<file path="src/rtl/ps2_pkg.sv">
// ps2_pkg: shared types and constants for the PS/2 scancode decoder.
package ps2_pkg;
  typedef enum logic [1:0] {IDLE, EXT, BRK, EXT_BRK} state_t;
  localparam logic [7:0] PS2_EXT = 8'hE0;
  localparam logic [7:0] PS2_BRK = 8'hF0;
  localparam int FRM_START = 0;
  localparam int FRM_D0 = 1;
  localparam int FRM_D7 = 8;
  localparam int FRM_PAR = 9;
  localparam int FRM_STOP = 10;
  typedef struct packed {
    logic ext;
    logic rel;
    logic [7:0] code;
  } ps2_event_t;
endpackage

</file>
<file path="src/rtl/ps2_event_fifo.sv">
// ps2_event_fifo: synchronous FIFO with extra-MSB pointers; drop pulses when a push is refused.
module ps2_event_fifo #(
  parameter int WIDTH = 10,
  parameter int DEPTH = 4
) (
  input  logic             clk,
  input  logic             rst,
  input  logic             push,
  input  logic [WIDTH-1:0] din,
  input  logic             pop,
  output logic [WIDTH-1:0] dout,
  output logic             full,
  output logic             empty,
  output logic             drop
);
  localparam int AW = $clog2(DEPTH);
  logic [WIDTH-1:0] mem [DEPTH];
  logic [AW:0] wr_ptr, rd_ptr;
  logic do_push, do_pop;
  assign empty = wr_ptr == rd_ptr;
  assign full = (wr_ptr[AW] != rd_ptr[AW]) && (wr_ptr[AW-1:0] == rd_ptr[AW-1:0]);
  assign do_pop = pop && !empty;
  // a full queue still takes a push when the head leaves in the same cycle
  assign do_push = push && (!full || do_pop);
  assign dout = empty ? '0 : mem[rd_ptr[AW-1:0]];
  always_ff @(posedge clk) begin
    if (rst) begin
      wr_ptr <= '0;
      rd_ptr <= '0;
      drop <= 1'b0;
    end else begin
      if (do_push) wr_ptr <= wr_ptr + 1'b1;
      if (do_pop) rd_ptr <= rd_ptr + 1'b1;
      drop <= push && !do_push;
    end
  end
  always_ff @(posedge clk)
    if (do_push) mem[wr_ptr[AW-1:0]] <= din;
endmodule

</file>
<file path="src/rtl/ps2_scancode_decoder.sv">
// ps2_scancode_decoder: validates PS/2 frames, folds E0/F0 prefixes into flags and queues key events.
// Optional PS2_PARITY_CHECK_EN adds the odd-parity check to frame validation.
module ps2_scancode_decoder
  import ps2_pkg::*;
#(
  parameter int FIFO_DEPTH = 4,
  parameter int TIMEOUT_CYCLES = 1_000_000
) (
  input  logic        clk,
  input  logic        reset,
  input  logic [10:0] frame_in,
  input  logic        frame_valid,
  output logic        ev_valid,
  input  logic        ev_ready,
  output logic [7:0]  ev_code,
  output logic        ev_extended,
  output logic        ev_release,
  output logic        err_frame,
  output logic        err_overflow
);
  localparam int WW = $clog2(TIMEOUT_CYCLES + 1);
  state_t state, state_n;
  logic [WW-1:0] wd;
  logic [7:0] code;
  logic good, timeout, push, is_ext, is_rel, fifo_full, fifo_empty;
  ps2_event_t ev_in, ev_out;
  assign code = frame_in[FRM_D7:FRM_D0];
`ifdef PS2_PARITY_CHECK_EN
  assign good = !frame_in[FRM_START] && frame_in[FRM_STOP] && (^frame_in[FRM_PAR:FRM_D0]);
`else
  assign good = !frame_in[FRM_START] && frame_in[FRM_STOP];
`endif
  assign timeout = wd == WW'(TIMEOUT_CYCLES);
  assign is_ext = state == EXT || state == EXT_BRK;
  assign is_rel = state == BRK || state == EXT_BRK;
  assign ev_in = {is_ext, is_rel, code};
  always_ff @(posedge clk) begin
    if (reset) begin
      state <= IDLE;
      wd <= '0;
      err_frame <= 1'b0;
    end else begin
      state <= state_n;
      err_frame <= frame_valid && !good;
      wd <= frame_valid ? '0 : (state != IDLE && !timeout) ? wd + 1'b1 : wd;
    end
  end
  // a frame arriving in the same cycle as the timeout still sees its prefix
  always_comb begin
    state_n = state;
    push = 1'b0;
    if (frame_valid) begin
      if (!good) state_n = IDLE;
      else if (code == PS2_EXT) state_n = is_rel ? EXT_BRK : EXT;
      else if (code == PS2_BRK) state_n = is_ext ? EXT_BRK : BRK;
      else begin
        push = 1'b1;
        state_n = IDLE;
      end
    end else if (timeout) state_n = IDLE;
  end
  ps2_event_fifo #(.WIDTH($bits(ps2_event_t)), .DEPTH(FIFO_DEPTH)) u_fifo (
    .clk(clk),
    .rst(reset),
    .push(push),
    .din(ev_in),
    .pop(ev_ready),
    .dout(ev_out),
    .full(fifo_full),
    .empty(fifo_empty),
    .drop(err_overflow)
  );
  assign ev_valid = !fifo_empty;
  assign ev_code = ev_out.code;
  assign ev_extended = ev_out.ext;
  assign ev_release = ev_out.rel;
endmodule

</file>
<file path="config.mk">
export PLATFORM = sky130hd
export DESIGN_NAME = ps2_scancode_decoder
export DESIGN_NICKNAME = d
export VERILOG_FILES = /design/src/rtl/ps2_pkg.sv /design/src/rtl/ps2_event_fifo.sv /design/src/rtl/ps2_scancode_decoder.sv
export SDC_FILE = /design/constraint.sdc
export NUM_CORES = 1
export LEC_CHECK = 0
export ABC_AREA = 1
export CAP_MARGIN = 5
export CORE_UTILIZATION = 50
export DETAILED_ROUTE_END_ITERATION = 8
export GPL_TIMING_DRIVEN = 0
export HOLD_SLACK_MARGIN = 0.03
export PLACE_DENSITY = 0.7
export SYNTH_ARGS = -nofsm -noshare
export SYNTH_HDL_FRONTEND = slang
export SYNTH_SLANG_ARGS = --single-unit
</file>
<file path="constraint.sdc">
create_clock -name clk -period 2.2 [get_ports clk]
set_input_delay 0.22 -clock clk [delete_from_list [all_inputs] [get_ports clk]]
set_output_delay 0.22 -clock clk [all_outputs]
set_load 0.05 [all_outputs]
</file>
* Word-level counts from Yosys, hierarchy flattened
Memory sizes are Yosys's and may differ from the RTL's. A register that Yosys moved wholly into a read port is not among the register bits.
Cells that the tools add are included.
** Storage, ports and cells
- Bits in read-only memories :: 0
- Memory bits (writable) :: 40
- Input port bits :: 15
- Memories :: 1
- Flip-flop bits (word level) :: 30
- Latch bits :: 0
- Output and inout bits :: 13
** Memories
- u_fifo.mem :: words 4, bits a word 10, rd ports 1, clocked after memory_dff 1, write ports 1, line ps2_event_fifo.sv:17 : logic [WIDTH-1:0] mem [DEPTH];
** Cells by class
- Order comparisons :: 0
- Shift-type cells :: 0
- Div/mod/pow operators :: 0
- Eq/ne operators :: 9
- Add/sub/neg operators :: 3
- $mul :: 0
- Reduce and logical (&&, ||, !) cells :: 19
- Multiplexer cells :: 16
- Bitwise logic cells :: 0
** Operator list (number)
- $add 20x1->20 const B :: 1
- $eq 20x20->1 const B :: 1
- $eq 8x8->1 const B :: 2
- $mux 2 :: 8
- $mux 10 :: 1
- $logic_and 1x1->1 :: 7
- $mux 1 :: 7
- $add 3x1->3 const B :: 2
- $logic_not 1->1 :: 6
- $eq 2x2->1 const B :: 2
- $reduce_bool 2->1 :: 2
- $eq 3x3->1 :: 1
- $logic_or 1x1->1 :: 3
- $eq 2x1->1 const B :: 1
- $eq 2x2->1 :: 1
- $reduce_or 2->1 :: 1
- $ne 1x1->1 :: 1

* Depth between registers and ports, before layout
- Depth after elaboration :: 8
- Mapped depth :: 11
- Depth with buffers taken out :: 10

* Hierarchy
A second synthesis with hierarchy kept.
** Unflattened totals
- Cell total of the unflattened synthesis :: 434
- Area total of the unflattened synthesis :: 3552.2 um^2
** Modules (own cells, without submodules)
- ps2_event_fifo :: cells each 187, instances 1, area each 2063.2 um^2, sequential area each 1381.3 um^2
- ps2_scancode_decoder :: cells each 247, instances 1, area each 1488.9 um^2, sequential area each 460.4 um^2

* Worst setup path after synthesis
OpenSTA, ideal clock, no wires.
- Path type :: register to register
- Start :: register u_fifo.wr_ptr[0]
- End :: memory u_fifo.mem[0][0], enable pin
- Setup time :: 0.376 ns
- Setup slack :: 0.539 ns
- Required time :: 1.824 ns
- Arrival :: 1.284 ns
- Cell stages (with the launch flop) :: 6
- Clock period less this slack :: 1.661 ns
- Buffers on the path :: 0
- Path through :: dfxtp_1 -> xor2_1 -> a21oi_1 -> nand2_1 -> nand2_1 -> nor2_1
** On the way
- Longest elaborated chain between the ends :: 7
** RTL lines
- from (decl) :: line ps2_event_fifo.sv:18 : logic [AW:0] wr_ptr, rd_ptr;
- from (signal assigned) :: line ps2_event_fifo.sv:32 : if (do_push) wr_ptr <= wr_ptr + 1'b1;
- $eq 3x3->1 or $eq 2x2->1 (tied branches) :: line ps2_event_fifo.sv:20, ps2_event_fifo.sv:21
- $logic_not 1->1 or $logic_and 1x1->1 (tied branches) :: line ps2_event_fifo.sv:22, ps2_event_fifo.sv:21
- $logic_and 1x1->1 or $logic_not 1->1 (tied branches) :: line ps2_event_fifo.sv:22, ps2_event_fifo.sv:24
- $logic_or 1x1->1 :: line ps2_event_fifo.sv:24 : assign do_push = push && (!full || do_pop);
- $logic_and 1x1->1 :: line ps2_event_fifo.sv:24
- $mux 1 :: line ps2_event_fifo.sv:38 : if (do_push) mem[wr_ptr[AW-1:0]] <= din;
- $mux 1 (not written as such) :: line ps2_event_fifo.sv:38
- to (decl) :: line ps2_event_fifo.sv:17
Parallel ways exist; a longest one is shown, timed or not.

* Final worst setup path
- Start :: input port frame_in[3]
- End :: memory u_fifo.mem[3][1], enable pin
** On the way
- Longest elaborated chain between the ends :: 8
** RTL lines
- from (decl) :: line ps2_scancode_decoder.sv:11 : input logic [10:0] frame_in,
- $eq 8x8->1 :: line ps2_scancode_decoder.sv:55 : else if (code == PS2_BRK) state_n = is_ext ? EXT_BRK : BRK;
- $mux 1 :: line ps2_scancode_decoder.sv:55
- $mux 1 * :: line ps2_scancode_decoder.sv:54 : else if (code == PS2_EXT) state_n = is_rel ? EXT_BRK : EXT;
- $mux 1 * :: line ps2_scancode_decoder.sv:53 : if (!good) state_n = IDLE;
- $mux 1 * :: line ps2_scancode_decoder.sv:52 : if (frame_valid) begin
- $logic_and 1x1->1 * :: line ps2_event_fifo.sv:24
- $mux 1 * :: line ps2_event_fifo.sv:38
- $mux 1 (not written as such) * :: line ps2_event_fifo.sv:38
Every way passes the cells marked *; elsewhere a longest branch is shown, timed or not.

==> summary.md <==
| Metric | Value |
|---|---|
| Status | `finished clean` |
| Final Critical Period | `2140 ps` |
| Maximum Capacitance Violations | `0` |
| Clock Pin Slew Worst Setup and Hold Paths | `roughly 80 ps` |
| Clk root buf | `clkbuf_8` |
| Power Density | `between 700 and 800 nW/um2` |
| Nets | `roughly 480` |
| GRT Overall Usage | `21.6%` |
| Detailed Place HPWL | `5020 um` |
| Pre-CTS setup slack | `-431 ps` |
| Core footprint | `around 6800 um2` |
| Worst Path Max Fanout | `10` |
| Final TNS setup | `0 ps` |
| Cts hold-fix bufs | `0` |
| Power Total | `3130 uW` |
| Max Clk Rate | `466 MHz` |
| Storage cell area | `1840 um2` |
| Synthesized area | `3530 um2` |
| CTS tree | `built` |
| Starting Density | `51.9%` |
| #FFs+latches synth | `72` |
| Max rail drop VDD | `290 uV` |
| Die area | `roughly 7400 um2` |
| Net count after synthesis | `441` |
| Post-Syn Area per Cell | `8.42 um2` |
| Tcrit/Tclk final | `about 100%` |
| R2R setup slack | `around 56 ps` |
| Synthesis-to-finish area growth | `15.3%` |
| Final cell count without fillers | `556` |
| Hold WS | `124 ps` |
| Residual DRC count | `0` |
| First-pass GRT wire length | `12100 um` |
| Final hold vios | `0` |
| Die width | `86.0 um` |
| Final ANT Viol Nets | `0` |
| Total clock buffers created by CTS | `9` |
| Most common cell after layout, fill and taps aside | `nand2_1` |
| Hold EP | `u_fifo.wr_ptr[2]` |
| # port buffers | `25` |
| Final GP Congestion | `0.838` |
| FF-to-FF End | `u_fifo.mem[3][1]` |
| Avg WL per Cell | `13.3 um` |
| Clk Latency, worst-skew pair | `between 300 and 400 ps` |
| Total gr overflow | `0` |
| Multi-input gate area | `1430 um2` |
| Final wirelength | `7380 um` |
| Worst min path class | `in2reg` |
| Antenna violations before repair | `0` |
| Max-slew violations | `0` |
| Number of core rows | `30` |
| Crit path DAT | `2120 ps` |
| Most frequent cells in the layout | `87 x nand2_1, 82 x nor2_1, 45 x inv_1` |
| # fillers | `approximately 600` |
| Synth Instances | `between 400 and 500` |
| RSZ-0062 raised after global routing | `true` |
| Final setup viols | `0` |
| Clock buffer depth | `2` |
| CTS H-Tree Depth | `3` |
| Worst-Margin Slew | `about 930 ps` |
| Slew HR | `37.6%` |
| Worst Path Required | `between 2000 and 2500 ps` |
| Iter 0 DRT Violations | `95` |
| WS Path Type | `in2reg` |
| Unique masters post-synth | `29` |
| Die H | `86.0 um` |
| I/O pin count | `28` |
| TritonCTS Sinks | `72` |
| Setup crit end kind | `flop` |
| Layout Skew | `8.85 ps` |
| Post-synthesis sequential area ratio | `52.2%` |
| Vias | `2770` |
| Vias in the first global route | `2588` |
| R2R depth | `5` |
| Hold Path Origin | `reset` |
| Yosys warns | `0` |
| CP startpoint kind | `primary input` |
| Diodes inserted | `0` |
| Layout cells sized above 1 | `11.7%` |
| Worst hold path cell count | `2` |
| Leakage | `0.00148 uW` |
| Setup ws final | `55.6 ps` |
| RR Startpoint | `u_fifo.wr_ptr[0]` |
| Drt via density | `4.98` |
| TritonRoute pass-1 iters | `4` |
| Largest net degree at the start of global routing | `14` |
| Inst Count DP | `540` |
## metrics by stage
step	cell area, um2	util, %
floorplan	3530	-
detailed placement	3900	57.4
global placement	3900	57.4
finish	4070	59.9
global route	4070	59.9
CTS	4060	59.7
## per-layer routing
| layer | track usage [%] | up-vias | part of all wire, % |
|---|---|---|---|
| li1 | - | 1428 | - |
| met1 | 25.8 | 1271 | 44 |
| met2 | 37.7 | 57 | 50 |
| met3 | 4.81 | 14 | 3.8 |
| met4 | 8.64 | 0 | 2.1 |
| met5 | 0 | - | 0 |
## timing repair
action | in CTS | in global routing
gates resized for setup | 55 | 10
endpoints found under the setup margin | 21 | 41
setup buffers | 0 | 0
pin swaps | 0 | 1
## state kept, by name (all words and copies together) (netlist names), named ones only
register / cells
err_frame: 1
state: 2
u_fifo.drop: 1
wd: 20
u_fifo.rd_ptr: 3
u_fifo.wr_ptr: 3
u_fifo.mem: 40
## cell usage after synthesis
cell / count / area [um2]
xor2_1: 12 / 105
nor2_2: 4 / 25.0
clkbuf_1: 9 / 33.8
nor3_1: 6 / 30.0
nand3_4: 1 / 17.5
clkinv_1: 2 / 7.51
nor4_1: 1 / 6.26
nand4_1: 3 / 18.8
xnor2_1: 3 / 26.3
nand3_2: 2 / 20.0
a21oi_1: 13 / 65.1
buf_2: 2 / 10.0
inv_1: 45 / 169
inv_2: 1 / 3.75
o21ai_0: 15 / 75.1
o32ai_1: 10 / 87.6
ha_1: 7 / 87.6
nand2_4: 1 / 11.3
a21oi_2: 4 / 35.0
or2_2: 1 / 6.26
nand3b_1: 2 / 15.0
nand2_1: 87 / 327
nor2_4: 1 / 11.3
buf_6: 3 / 33.8
dfxtp_1: 32 / 641
nand2_2: 1 / 6.26
edfxtp_1: 40 / 1200
nor2_1: 83 / 312
nand3_1: 28 / 140
## how the worst max path moves through the flow
| stage | cells past startpoint | start | to | slack, ps |
|---|---|---|---|---|
| floorplan | 5 | u_fifo.wr_ptr[0] | u_fifo.mem[0][0] | 540 |
| global placement | 7 | frame_in[3] | u_fifo.mem[1][4] | -410 |
| detailed placement | 7 | frame_in[3] | u_fifo.mem[1][4] | -430 |
| CTS | 7 | frame_in[3] | u_fifo.mem[3][1] | 20 |
| global route | 5 | u_fifo.wr_ptr[0] | u_fifo.mem[3][8] | -100 |
| finish | 7 | frame_in[3] | u_fifo.mem[3][1] | 60 |
## final cells by class
cell class	instances	area share, %
clock buffers	10	3.14
inverters	48	4.43
multi-input cells	285	35.3
well taps	96	2.95
clock inverters	6	1.69
repair buffers	25	5.08
plain buffers	14	2.18
flip-flops and latches	72	45.3
## critical path: stages
cell and delay, ps:
clkdlybuf4s50_1 560, nor2_1 100, nand2_1 70, nor3_1 80, nor2_1 130, nand2_1 190
nor2_1 760
## report_power, final
part           internal (uW)  switching [uW]
sequential              1440            17.3
combinational            167             436
clock                    530             536
total                   2140             989
## cell families (layout without fill, tap and decap cells)
kind of cell	count (synthesis)	after routing	share of synthesized area, %
DFF	72	72	52.2
and+or+nand+nor	221	221	26.8
AOI/OAI and AO/OA	42	42	7.45
adders and majority gates	7	7	2.48
buffers and inverters	62	103	7.31
xor gates and xnor gates	15	15	3.72
Power figures use the tool's default switching activity.
==> patch: new RTL, same flow settings <==
Build with the macro `PS2_PARITY_CHECK_EN` defined.
--- a/src/rtl/ps2_scancode_decoder.sv
+++ b/src/rtl/ps2_scancode_decoder.sv
@@ -1,4 +1,6 @@
 // ps2_scancode_decoder: validates PS/2 frames, folds E0/F0 prefixes into flags and queues key events.
 // Optional PS2_PARITY_CHECK_EN adds the odd-parity check to frame validation.
+`define PS2_PARITY_CHECK_EN
+
 module ps2_scancode_decoder
   import ps2_pkg::*;
Behaviour: not the same (a bounded check fails within 4 cycles, from zero or initial values and one cycle with reset high).
==> patch against the unedited design <==
Total power rose by 7.4%. Clock skew decreased by 1.9 ps. Synthesized area rose by 0.92%. Routed wire length increased by 3.0%. Non-clock buffer count is 10 higher. Sequential cell count is the same. Worst setup slack improved by 41 ps. Synthesized cell count down 0.95%. Global-route usage rose by 0.96 points. Cell area is 4.8% higher. Hold slack better by 71 ps. Critical path depth rose by 2. Critical path type unchanged. Largest power group unchanged.
==> patch: results (changes against the unedited design) <==
[clock_network]
insertion_delay_ps = 340
numCtsBuffers = 9  ; unchanged
clock-root-buffer = clkbuf_8
clk_path_buf_depth = 2  ; unchanged
path_clk_slew_ps = 80  ; about the same
htree_levels = 3  ; unchanged

[logic_synthesis]
synth_fp_nets = 442  ; +0.23%
synthArstFlopShare_pct = 0  ; unchanged
ys_top_cells_by_count = nand2_1, nor2_1, inv_1
synth_cell_type_count = 29  ; unchanged
ys_top_cells_by_area = edfxtp_1, dfxtp_1, nand2_1
yosys_warnings = 0  ; unchanged
yosysSeqAreaShare_pct = 51.74  ; -0.48 points
synth_edf_count = 40  ; unchanged
synthFlopType = edfxtp_1

[placement]
place_ws_ps = -913.7  ; -482.4 ps
place_hpwl_mm = 5.121  ; +2.1%
numPortBuffers = 27  ; +8.0%
gp_congestion = 0.9018  ; +7.7%

[sta]
setup_tns_ps = 0  ; unchanged
clock_skew_ps = 6.932  ; -1.918 ps
worstMarginPinSlew_ps = 541.5  ; -391.6 ps

[drt]
topRoutingLayerUsed = met4
dr_wl_met2_mm = 3.649  ; -0.98%
dr.pass1.iters = 4  ; unchanged
vias = 2829  ; +2.1%
wirelength_met1_mm = 3.475  ; +6.6%
drt-initial-drc-count = 107  ; +13%
wl_per_cell_microns = 13.54  ; +1.9%
wl_met3_microns = 309  ; +8.8%

[grt]
grt_max_degree = 14  ; unchanged
grt_antenna_before_repair = 0  ; unchanged
grt.total_usage_pct = 22.55  ; +0.96 points
grt_pass1_wl_mm = 12.75  ; +5.5%

[setup_path]
path_max_fanout = 10  ; unchanged
r2r_cells = 10  ; +5
crit_arrival_ps = 2160  ; +40 ps

[final_layout]
diodes = 0  ; unchanged
drive_above_1_share_pct = 12.02  ; +0.28 points
largest_reg_flops = 40  ; unchanged
layout.nets = 488  ; +2.3%
fillers = 606  ; +1.2%

[power]
leakagePower_nw = 1.644  ; +11%
ir_drop_mv = 0.4251  ; +47%

[hold_path]
whs_path_depth = 1  ; -1
min_path_type = in2reg

[run_status]
status = finished clean

[patch: path summary, 6_finish.rpt]
kind                                        from          endpoint  slack [ps]
worst min register to register  u_fifo.rd_ptr[2]  u_fifo.rd_ptr[2]         480
worst max register to register             wd[0]             wd[9]         390
worst max-delay path                 frame_in[4]  u_fifo.mem[3][3]         100
worst min-delay path                 frame_in[1]  u_fifo.mem[2][0]         190
[patch: metal layers]
metal,global-route usage [%],vias to the layer above
li1,-,1449
met1,27.53,1283
met2,38.17,79
met3,3.905,18
met4,12.12,0
met5,0,-
[patch: final cells by class]
cell class,count,area [sq um],area share [%]
Inverter,46,175.2,4.109
Multi-Input combinational cell,283,1511,35.46
Clock buffer,9,123.9,2.906
Clock inverter,7,71.32,1.673
Sequential cell,72,1842,43.21
Tap cell,96,120.1,2.818
Buffer,14,80.08,1.878
Timing Repair Buffer,35,339.1,7.954
[patch: worst max-delay path, stage by stage]
cell and delay [ps]:
clkdlybuf4s50_1 550, inv_1 70, ha_1 300, xor2_1 190
nand3_1 120, nand2_1 140, nand4_4 210, nor2_4 200
buf_12 150
[patch: cell families (layout without fill, tap and decap cells)]
logic type                 count (synthesis)  in the layout  synth area share [%]
DFF                                       72             72                 51.74
adders and majority gates                 12             12                 4.218
xor gates and xnor gates                  21             21                 5.167
buffers and inverters                     60            111                 6.889
and+or+nand+nor                          196            196                 22.78
AOI/OAI and AO/OA                         54             54                 9.209
[patch: power breakdown]
| part | switching [mW] | leakage, nW | internal, mW |
|---|---|---|---|
| sequential | 0.0232 | 0.629 | 1.44 |
| clock | 0.515 | 0.0933 | 0.523 |
| combinational | 0.615 | 0.922 | 0.235 |
[patch: what timing repair did]
| action | 4_1_cts | 5_1_grt |
|---|---|---|
| setup buffers | 4 | 4 |
| gates resized for setup | 44 | 31 |
| pin swaps | 4 | 3 |
| endpoints found under the hold margin | 0 | 0 |
| setup endpoints to repair | 51 | 51 |
| hold buffers | 0 | 0 |
[patch: per-stage QoR]
step / utilization [%] / cell area, sq um / instances
finish: 62.40 / 4263 / 562
global placement: 57.82 / 3950 / 538
floorplan: - / 3560 / 415
global route: 62.40 / 4263 / 562
detailed placement: 57.82 / 3950 / 538
CTS: 62.66 / 4280 / 558
